--- src/rtl/core_pkg.sv ---
// Shared types and constants for the instruction-fetch sequencer:
// FSM state encoding, opcode values and the opcode field position.
package core_pkg;

    localparam int ADDR_W = 9;

    localparam int OPC_HI = 31;
    localparam int OPC_LO = 26;

    localparam logic [5:0] OP_LW   = 6'h23;
    localparam logic [5:0] OP_HALT = 6'h3F;

    typedef enum logic [2:0] {
        S_IDLE,
        S_REQ,
        S_WAIT,
        S_ISSUE,
        S_STALL,
        S_HALT
    } fetch_state_t;

    function automatic logic [5:0] opcode_of(input logic [31:0] word);
        return word[OPC_HI:OPC_LO];
    endfunction

endpackage

--- src/rtl/sat_counter.sv ---
// Saturating up-counter with synchronous clear; clear wins over increment.
module sat_counter #(
    parameter int CNT_W = 16
) (
    input  logic             clock,
    input  logic             reset,
    input  logic             clear,
    input  logic             inc,
    output logic [CNT_W-1:0] count
);

    always_ff @(posedge clock or posedge reset) begin
        if (reset) begin
            count <= '0;
        end else if (clear) begin
            count <= '0;
        end else if (inc && (count != {CNT_W{1'b1}})) begin
            count <= count + CNT_W'(1);
        end
    end

endmodule

--- src/rtl/fetch_sequencer.sv ---
// Fetch/issue sequencer in front of the LSU: fetches a word, offers it to
// execute, stalls on loads until the LSU reports completion, stops on HALT.
module fetch_sequencer
    import core_pkg::*;
#(
    parameter int CNT_W = 16
) (
    input  logic              clock,
    input  logic              reset,
    input  logic              start,
    input  logic [ADDR_W-1:0] load_addr,
    output logic [ADDR_W-1:0] fetch_addr,
    output logic              working,
    input  logic [31:0]       instr,
    output logic              issue_valid,
    input  logic              issue_ready,
    output logic [31:0]       issue_instr,
    output logic [ADDR_W-1:0] issue_pc,
    input  logic              redirect,
    input  logic [ADDR_W-1:0] redirect_pc,
    input  logic              lw_done,
    output logic              halted,
    output logic [CNT_W-1:0]  retired,
    output fetch_state_t      state_dbg
);

    fetch_state_t      state;
    fetch_state_t      state_nx;
    logic [ADDR_W-1:0] pc;
    logic              restart;
    logic              capture;
    logic              accept;

    always_ff @(posedge clock or posedge reset) begin
        if (reset) begin
            state <= S_IDLE;
        end else begin
            state <= state_nx;
        end
    end

    // Handshake: issue_valid rises with issue_instr/issue_pc already stable and
    // they stay untouched until the edge where issue_ready is sampled high;
    // that edge is the only transfer, and redirect is only looked at there.
    always_comb begin
        state_nx = state;
        restart  = 1'b0;
        capture  = 1'b0;
        accept   = 1'b0;
        case (state)
            S_IDLE, S_HALT: begin
                if (start) begin
                    state_nx = S_REQ;
                    restart  = 1'b1;
                end
            end
            S_REQ: state_nx = S_WAIT;
            S_WAIT: begin
                capture  = 1'b1;
                state_nx = (opcode_of(instr) == OP_HALT) ? S_HALT : S_ISSUE;
            end
            S_ISSUE: begin
                if (issue_ready) begin
                    accept   = 1'b1;
                    state_nx = (opcode_of(issue_instr) == OP_LW) ? S_STALL : S_REQ;
                end
            end
            S_STALL: begin
                if (lw_done) begin
                    state_nx = S_REQ;
                end
            end
            default: state_nx = S_IDLE;
        endcase
    end

    always_ff @(posedge clock or posedge reset) begin
        if (reset) begin
            pc          <= '0;
            issue_instr <= '0;
            issue_pc    <= '0;
        end else begin
            if (restart) begin
                pc <= '0;
            end else if (accept) begin
                pc <= redirect ? redirect_pc : pc + ADDR_W'(1);
            end
            if (capture) begin
                issue_instr <= instr;
                issue_pc    <= pc;
            end
        end
    end

    sat_counter #(.CNT_W(CNT_W)) u_retired (
        .clock (clock),
        .reset (reset),
        .clear (restart),
        .inc   (accept),
        .count (retired)
    );

    // While idle the top level owns the RAM address for program loading.
    assign fetch_addr  = (state == S_IDLE) ? load_addr : pc;
    assign working     = (state == S_REQ) || (state == S_WAIT) ||
                         (state == S_ISSUE) || (state == S_STALL);
    assign issue_valid = (state == S_ISSUE);
    assign halted      = (state == S_HALT);
    assign state_dbg   = state;

endmodule

--- config.mk ---
export PLATFORM = sky130hd
export DESIGN_NAME = fetch_sequencer
export DESIGN_NICKNAME = d
export VERILOG_FILES = /design/src/rtl/core_pkg.sv /design/src/rtl/sat_counter.sv /design/src/rtl/fetch_sequencer.sv
export SDC_FILE = /design/constraint.sdc
export NUM_CORES = 1
export LEC_CHECK = 0
export BUFFER_PORTS_ARGS = -buffer_cell sky130_fd_sc_hd__buf_2
export CAP_MARGIN = 20
export CORE_MARGIN = 4
export CORE_UTILIZATION = 25
export DETAILED_ROUTE_END_ITERATION = 12
export MAX_ROUTING_LAYER = met4
export SYNTH_ARGS = -nofsm -noshare
export SYNTH_HDL_FRONTEND = slang
export SYNTH_SLANG_ARGS = --single-unit
--- constraint.sdc ---
create_clock -name clock -period 2.8 [get_ports clock]
set_input_delay 0.14 -clock clock [delete_from_list [all_inputs] [get_ports clock]]
set_output_delay 0.14 -clock clock [all_outputs]
set_load 0.01 [all_outputs]
==> run_results.csv, run 1 <==
group,metric,value,unit
critical_path,rr_endpoint,"u_retired.count[13]",
final_layout,syn2layout_area_growth,34.1,%
timing,fin_crit,2.25,ns
final_layout,antenna_cells,0,
placed_design,io_buffer_count,127,
drt,drtIter0Drc,149,
yosys,ys_seq_area_frac,0.513,
clocking,cts_buffers,9,
drt,top_layer,"met4",
drt,wire_per_inst,14.6,um
clocking,htreeDepth,3,
die,initial_utilization,0.255,
clocking,cts_root_buf,"clkbuf_16",
pwr,pwr-share-seq,0.360,
pwr,clkPwrFrac,0.240,
pwr,ir_drop,0.486,mV
clocking,cts_tree,"yes",
timing,slew_viol_final,0,
placed_design,post-dp-hpwl,6.71,mm
final_layout,layout_common_cells,"127 x buf_2, 69 x dfrtp_1, 50 x mux2_2",
die,ios,128,
critical_path,cp_top_family,"simple AND/OR/NAND/NOR gates",
critical_path,path_cells,"nand4b_4 > or4_1 > or4_1 > a21oi_1",
yosys,synth_cells,297,
drt,drc,0,
final_layout,final_nets,485,
critical_path,critPathMaxStageDelay,0.67,ns
yosys,syn-num-nets,355,
timing,rsz0062_at_grt,"false",
die,core_area,0.0132,mm2
grt,grt_max_degree,41,
critical_path,reg2reg_setup_slack,0.55,ns
critical_path,cp_max_fo,14,
drt,wl_met2,4.32,mm
critical_path,crit_top_cell,"or4_1",
drt,wl_met3,588,um
grt,grt_pass1_wl,14.0,mm
yosys,ys.flop_type,"dfrtp_1",
critical_path,path_buf_inv,0,
critical_path,cp_data_required_time,3.06,ns
timing,fin_skew,0.00520,ns
drt,ant_nets,0,
clocking,cts_setup_buffers,0,
final_layout,layout_commonest_cell,"buf_2",
yosys,synth_area_per_cell,11.3,um2
drt,vias,2807,
yosys,ys_async_sr_fraction,1.00,
final_layout,drive_above_1_share,0.472,
pwr,p_leak,2.16,nW
critical_path,worstSetupPathType,"register to register",
drt,firstDrtPassIters,4,
die,die_area,0.0154,mm2
clocking,clk_pin_slew_worst_paths,0.06,ns
timing,hold_violations,0,
grt,track_usage,0.121,
timing,max_freq,443,MHz
placed_design,gp_congestion,0.814,
pwr,powerDensity,1040,mW/mm2
pwr,p_int,3.01,mW
timing,fin_crit_sh,0.805,
critical_path,reg2reg_depth,4,
min_path,min_from,"instr[14]",
outcome,status,"finished, final reports clean",
critical_path,cpMaxStageDelayCell,"or4_1",
die,die_h,124,um
timing,worstMarginPinSlew,0.663,ns
pwr,p_sw,1.66,mW
drt,drt-met1-wl,3.87,mm
yosys,synth_edf_count,0,
pwr,p_comb_frac,0.400,
pwr,p_sw_frac,0.356,
job,drv_cap,0,
grt,antenna_found_initial,0,
min_path,min_path_cells,2,
critical_path,crit_path_end_kind,"register",
final_layout,nFillCells,1356,
final_layout,finalCoreUtilization,0.342,
timing,setup_tns,0,ns
yosys,yosysUniqueCellTypes,46,
clocking,clockBufferDepth,2,
clocking,cts_resized,0,
yosys,synth_area,0.00336,mm2
clocking,clk_latency,0.34,ns
final_layout,multi_input_comb_area,0.00156,mm2
clocking,clock-sinks,69,
critical_path,start_kind,"register",
grt,overflow,0,
yosys,synth_seq_cells,69,
final_layout,ff_latch_area,0.00173,mm2
critical_path,r2r-start,"state_dbg[2]",
die,die_w,124,um
min_path,hp-class,"primary input to register",
grt,grt_pass1_vias,2753,
die,rows,42,
drt,viasPerCell,4.62,
min_path,hold_end,"issue_instr[14]",
timing,slew_headroom,0.558,
critical_path,arrival,2.51,ns
yosys,yosysWarnings,0,
drt,drt-total-wl,8.90,mm
timing,setup_violations,0,
[synth_stat cells (3+ instances only)]
cell type  count  area share
or4_1          6       0.013
nor4_1         3      0.0056
nand2_1       26       0.029
and2_1         4      0.0074
or3_1          3      0.0056
nor3_1         6      0.0089
o21ai_0       13       0.019
mux2i_1       11       0.033
a21o_1         3      0.0067
nand3_1        6      0.0089
a21oi_1       11       0.016
inv_1          5      0.0056
and3_1         4      0.0074
clkbuf_1      13       0.015
o2111ai_1      3      0.0078
nor2_1        12       0.013
o31ai_1        5       0.011
mux2_2        50        0.17
nand4_1        8       0.015
o21a_1         3      0.0067
dfrtp_1       69        0.51
[area by class of cell]
| class | count | area share |
|---|---|---|
| Multi-Input combinational cell | 207 | 0.345 |
| Sequential cell | 69 | 0.383 |
| Timing Repair Buffer | 135 | 0.155 |
| Tap cell | 176 | 0.0488 |
| Inverter | 5 | 0.00416 |
| Clock inverter | 6 | 0.0141 |
| Clock buffer | 10 | 0.0507 |
[worst register-to-register path: stages, from the launching register on]
cell      delay [ns]
dfrtp_1         0.50
nand4b_4        0.34
or4_1           0.67
or4_1           0.50
a21oi_1         0.17
[through the flow]
| step | hold slack, ns | setup WS (ns) | instance area [um2] | instances | total power [mW] |
|---|---|---|---|---|---|
| detailed placement | 0.167 | 0.547 | 4210 | 591 | 3.60 |
| global placement | 0.170 | 0.611 | 4210 | 591 | 3.55 |
| finish | 0.0275 | 0.545 | 4510 | 608 | 4.67 |
| CTS | 0.0151 | 0.527 | 4510 | 608 | 4.76 |
| floorplan | 0.292 | 0.761 | 3360 | 297 | 2.85 |
| global route | 0.0216 | 0.436 | 4510 | 608 | 5.03 |
[sequential cells by signal, summed over array words and instances, names as in the netlist]
signal,cells
issue_pc,9
u_retired.count,16
state_dbg,3
pc,9
issue_instr,32
[worst max-delay path by stage]
stage / endpoint / depth (start not counted) / from / slack (ns)
after floorplan: u_retired.count[13] / 6 / state_dbg[2] / 0.76
after global placement: u_retired.count[13] / 4 / state_dbg[2] / 0.61
after detailed placement: u_retired.count[13] / 4 / state_dbg[2] / 0.55
after CTS: u_retired.count[13] / 4 / state_dbg[2] / 0.53
after global routing: u_retired.count[13] / 4 / state_dbg[2] / 0.44
final: u_retired.count[13] / 4 / state_dbg[2] / 0.55
[metal layers]
metal	global-route usage	up-vias
met5	-	-
met4	0.0431	0
met3	0.0368	10
met2	0.182	83
met1	0.155	1350
li1	-	1364
[cell families after synthesis]
| family | count (synthesis) | synth area share |
|---|---|---|
| AOI/OAI and AO/OA | 54 | 0.105 |
| xor gates and xnor gates | 2 | 0.00521 |
| adders and majority gates | 2 | 0.00744 |
| buffers and inverters | 21 | 0.0264 |
| DFF | 69 | 0.513 |
| muxes | 61 | 0.200 |
| and+or+nand+nor | 88 | 0.142 |
[power by group through the flow]
| stage | combinational (mW) | sequential (mW) | clock [mW] |
|---|---|---|---|
| after floorplan | 1.04 | 1.80 | 0 |
| after global placement | 1.87 | 1.68 | 0 |
| after detailed placement | 1.90 | 1.70 | 0 |
| after CTS | 1.91 | 1.69 | 1.16 |
| after global routing | 2.07 | 1.75 | 1.21 |
| final | 1.87 | 1.68 | 1.12 |
[repair_timing]
item / 4_1_cts / 5_1_grt
hold endpoints to repair: 19 / 0
hold buffers: 1 / 0
endpoints found under the setup margin: 0 / 0
(Power assumes the default switching activity.)
==> run 2: changes to the inputs <==
- clock period: 2.8 -> 2.1 ns (I/O delays scaled with it)
==> run 2 against run 1 <==
Flip-flop and latch count unchanged. Critical path depth unchanged. Final area up 5.8%. Setup slack worse by 0.39 ns. Non-clock buffer count up 29. Largest power group unchanged.
==> run_results.csv, run 2 (same netlist as run 1, synthesis figures left out) <==
group,metric,value,unit
outcome,status,"finished, final reports clean",
critical_path,cp_data_required_time,2.36,ns
placed_design,gp_congestion,0.798,
pwr,p_leak,2.29,nW
timing,hold_violations,0,
placed_design,io_buffer_count,127,
critical_path,reg2reg_setup_slack,0.15,ns
final_layout,largest_registers,"issue_instr (32), u_retired.count (16)",
grt,track_usage,0.124,
die,rows,42,
critical_path,start_kind,"register",
clocking,cts_resized,0,
final_layout,antenna_cells,0,
drt,ant_nets,0,
critical_path,arrival,2.21,ns
drt,drt-total-wl,9.36,mm
final_layout,nFillCells,1313,
timing,fin_crit,1.95,ns
clocking,clk_pin_slew_worst_paths,0.05,ns
final_layout,syn2layout_area_growth,41.9,%
clocking,clockBufferDepth,2,
final_layout,layout_commonest_cell,"buf_2",
clocking,cts_root_buf,"clkbuf_16",
timing,slew_viol_final,0,
critical_path,path_cells,"nand4_1 > or4_1 > or4_1 > a21oi_1",
placed_design,dp_slack,0.189,ns
drt,drc,0,
die,initial_utilization,0.255,
die,die_w,124,um
job,drv_cap,0,
placed_design,post-dp-hpwl,6.69,mm
critical_path,cpMaxStageDelayCell,"or4_1",
drt,wire_per_inst,14.7,um
clocking,cts_buffers,9,
grt,grt_pass1_vias,2876,
die,die_h,124,um
timing,fin_crit_sh,0.928,
critical_path,critPathMaxStageDelay,0.63,ns
grt,grt_max_degree,33,
clocking,htreeDepth,3,
timing,max_freq,513,MHz
timing,whs,0.0181,ns
critical_path,crit_top_cell,"or4_1",
timing,worstMarginPinSlew,0.699,ns
drt,viasPerCell,4.62,
timing,setup_tns,0,ns
die,die_area,0.0154,mm2
timing,fin_skew,0.00314,ns
drt,vias,2939,
pwr,powerDensity,1310,mW/mm2
placed_design,postPlaceCellArea,0.00426,mm2
grt,antenna_found_initial,0,
die,ios,128,
pwr,ir_drop,0.816,mV
final_layout,layout_common_cells,"127 x buf_2, 69 x dfrtp_1, 50 x mux2_2",
clocking,clock-sinks,69,
drt,drtIter0Drc,133,
grt,overflow,0,
timing,slew_headroom,0.533,
timing,layout_setup_ws,0.150,ns
drt,firstDrtPassIters,4,
final_layout,largest_register_ffs,32,
final_layout,final_nets,514,
grt,grt_pass1_wl,14.3,mm
clocking,cts_tree,"yes",
clocking,clk_latency,0.33,ns
final_layout,top_register,"issue_instr",
timing,rsz0062_at_grt,"false",
critical_path,worstSetupPathType,"register to register",
die,core_area,0.0132,mm2
final_layout,drive_above_1_share,0.452,
critical_path,crit_path_end_kind,"register",
final_layout,final_cell_area,0.00477,mm2
timing,setup_violations,0,
min_path,hp-class,"primary input to register",
critical_path,cp_max_fo,8,
[run 2: layout make-up]
type | count | area (um2) | share of cell area
multi-input combinational | 207 | 1560 | 0.326
inverter | 5 | 18.8 | 0.00393
timing repair buffer | 164 | 973 | 0.204
sequential | 69 | 1730 | 0.362
tap | 176 | 220 | 0.0461
clock inverter | 1 | 5.00 | 0.00105
clock buffer | 14 | 274 | 0.0574
[run 2: worst paths after layout]
kind | from | endpoint | cells after the start
worst max-delay path | u_retired.count[4] | u_retired.count[13] | 4
worst min-delay path | instr[0] | issue_instr[0] | 2
worst max register to register | u_retired.count[4] | u_retired.count[13] | 4
worst min register to register | issue_pc[7] | issue_pc[7] | 1
max in group asynchronous | reset | issue_instr[20] | 4
min in group asynchronous | reset | issue_instr[11] | 3
[run 2: timing repair]
| item | in CTS | in global routing |
|---|---|---|
| endpoints found under the hold margin | 53 | 0 |
| hold buffers | 24 | 0 |
| buffers inserted | 0 | 0 |
[run 2: metal layers]
layer,vias up,share of wire,global-route usage
li1,1421,-,-
met1,1419,0.44,0.152
met2,88,0.49,0.194
met3,11,0.056,0.0345
met4,0,0.015,0.0520
met5,-,0,-
[run 2: stage by stage]
stage | util | instances | power [mW]
after global routing | 0.362 | 636 | 6.69
after CTS | 0.362 | 636 | 6.34
final | 0.362 | 636 | 6.25
after floorplan | - | 297 | 3.79
after detailed placement | 0.323 | 597 | 4.84
after global placement | 0.323 | 597 | 4.77
[run 2: power breakdown]
| part | switching (mW) | total [mW] | internal (mW) |
|---|---|---|---|
| sequential | 0.382 | 2.23 | 1.85 |
| clock | 0.533 | 1.42 | 0.888 |
| combinational | 1.28 | 2.60 | 1.32 |
[run 2: critical path, delay by kind of cell (launching register included)]
kind	cells	cell delay (ns)
and+or+nand+nor	3	1.31
DFF	1	0.42
AOI/OAI and AO/OA	1	0.15
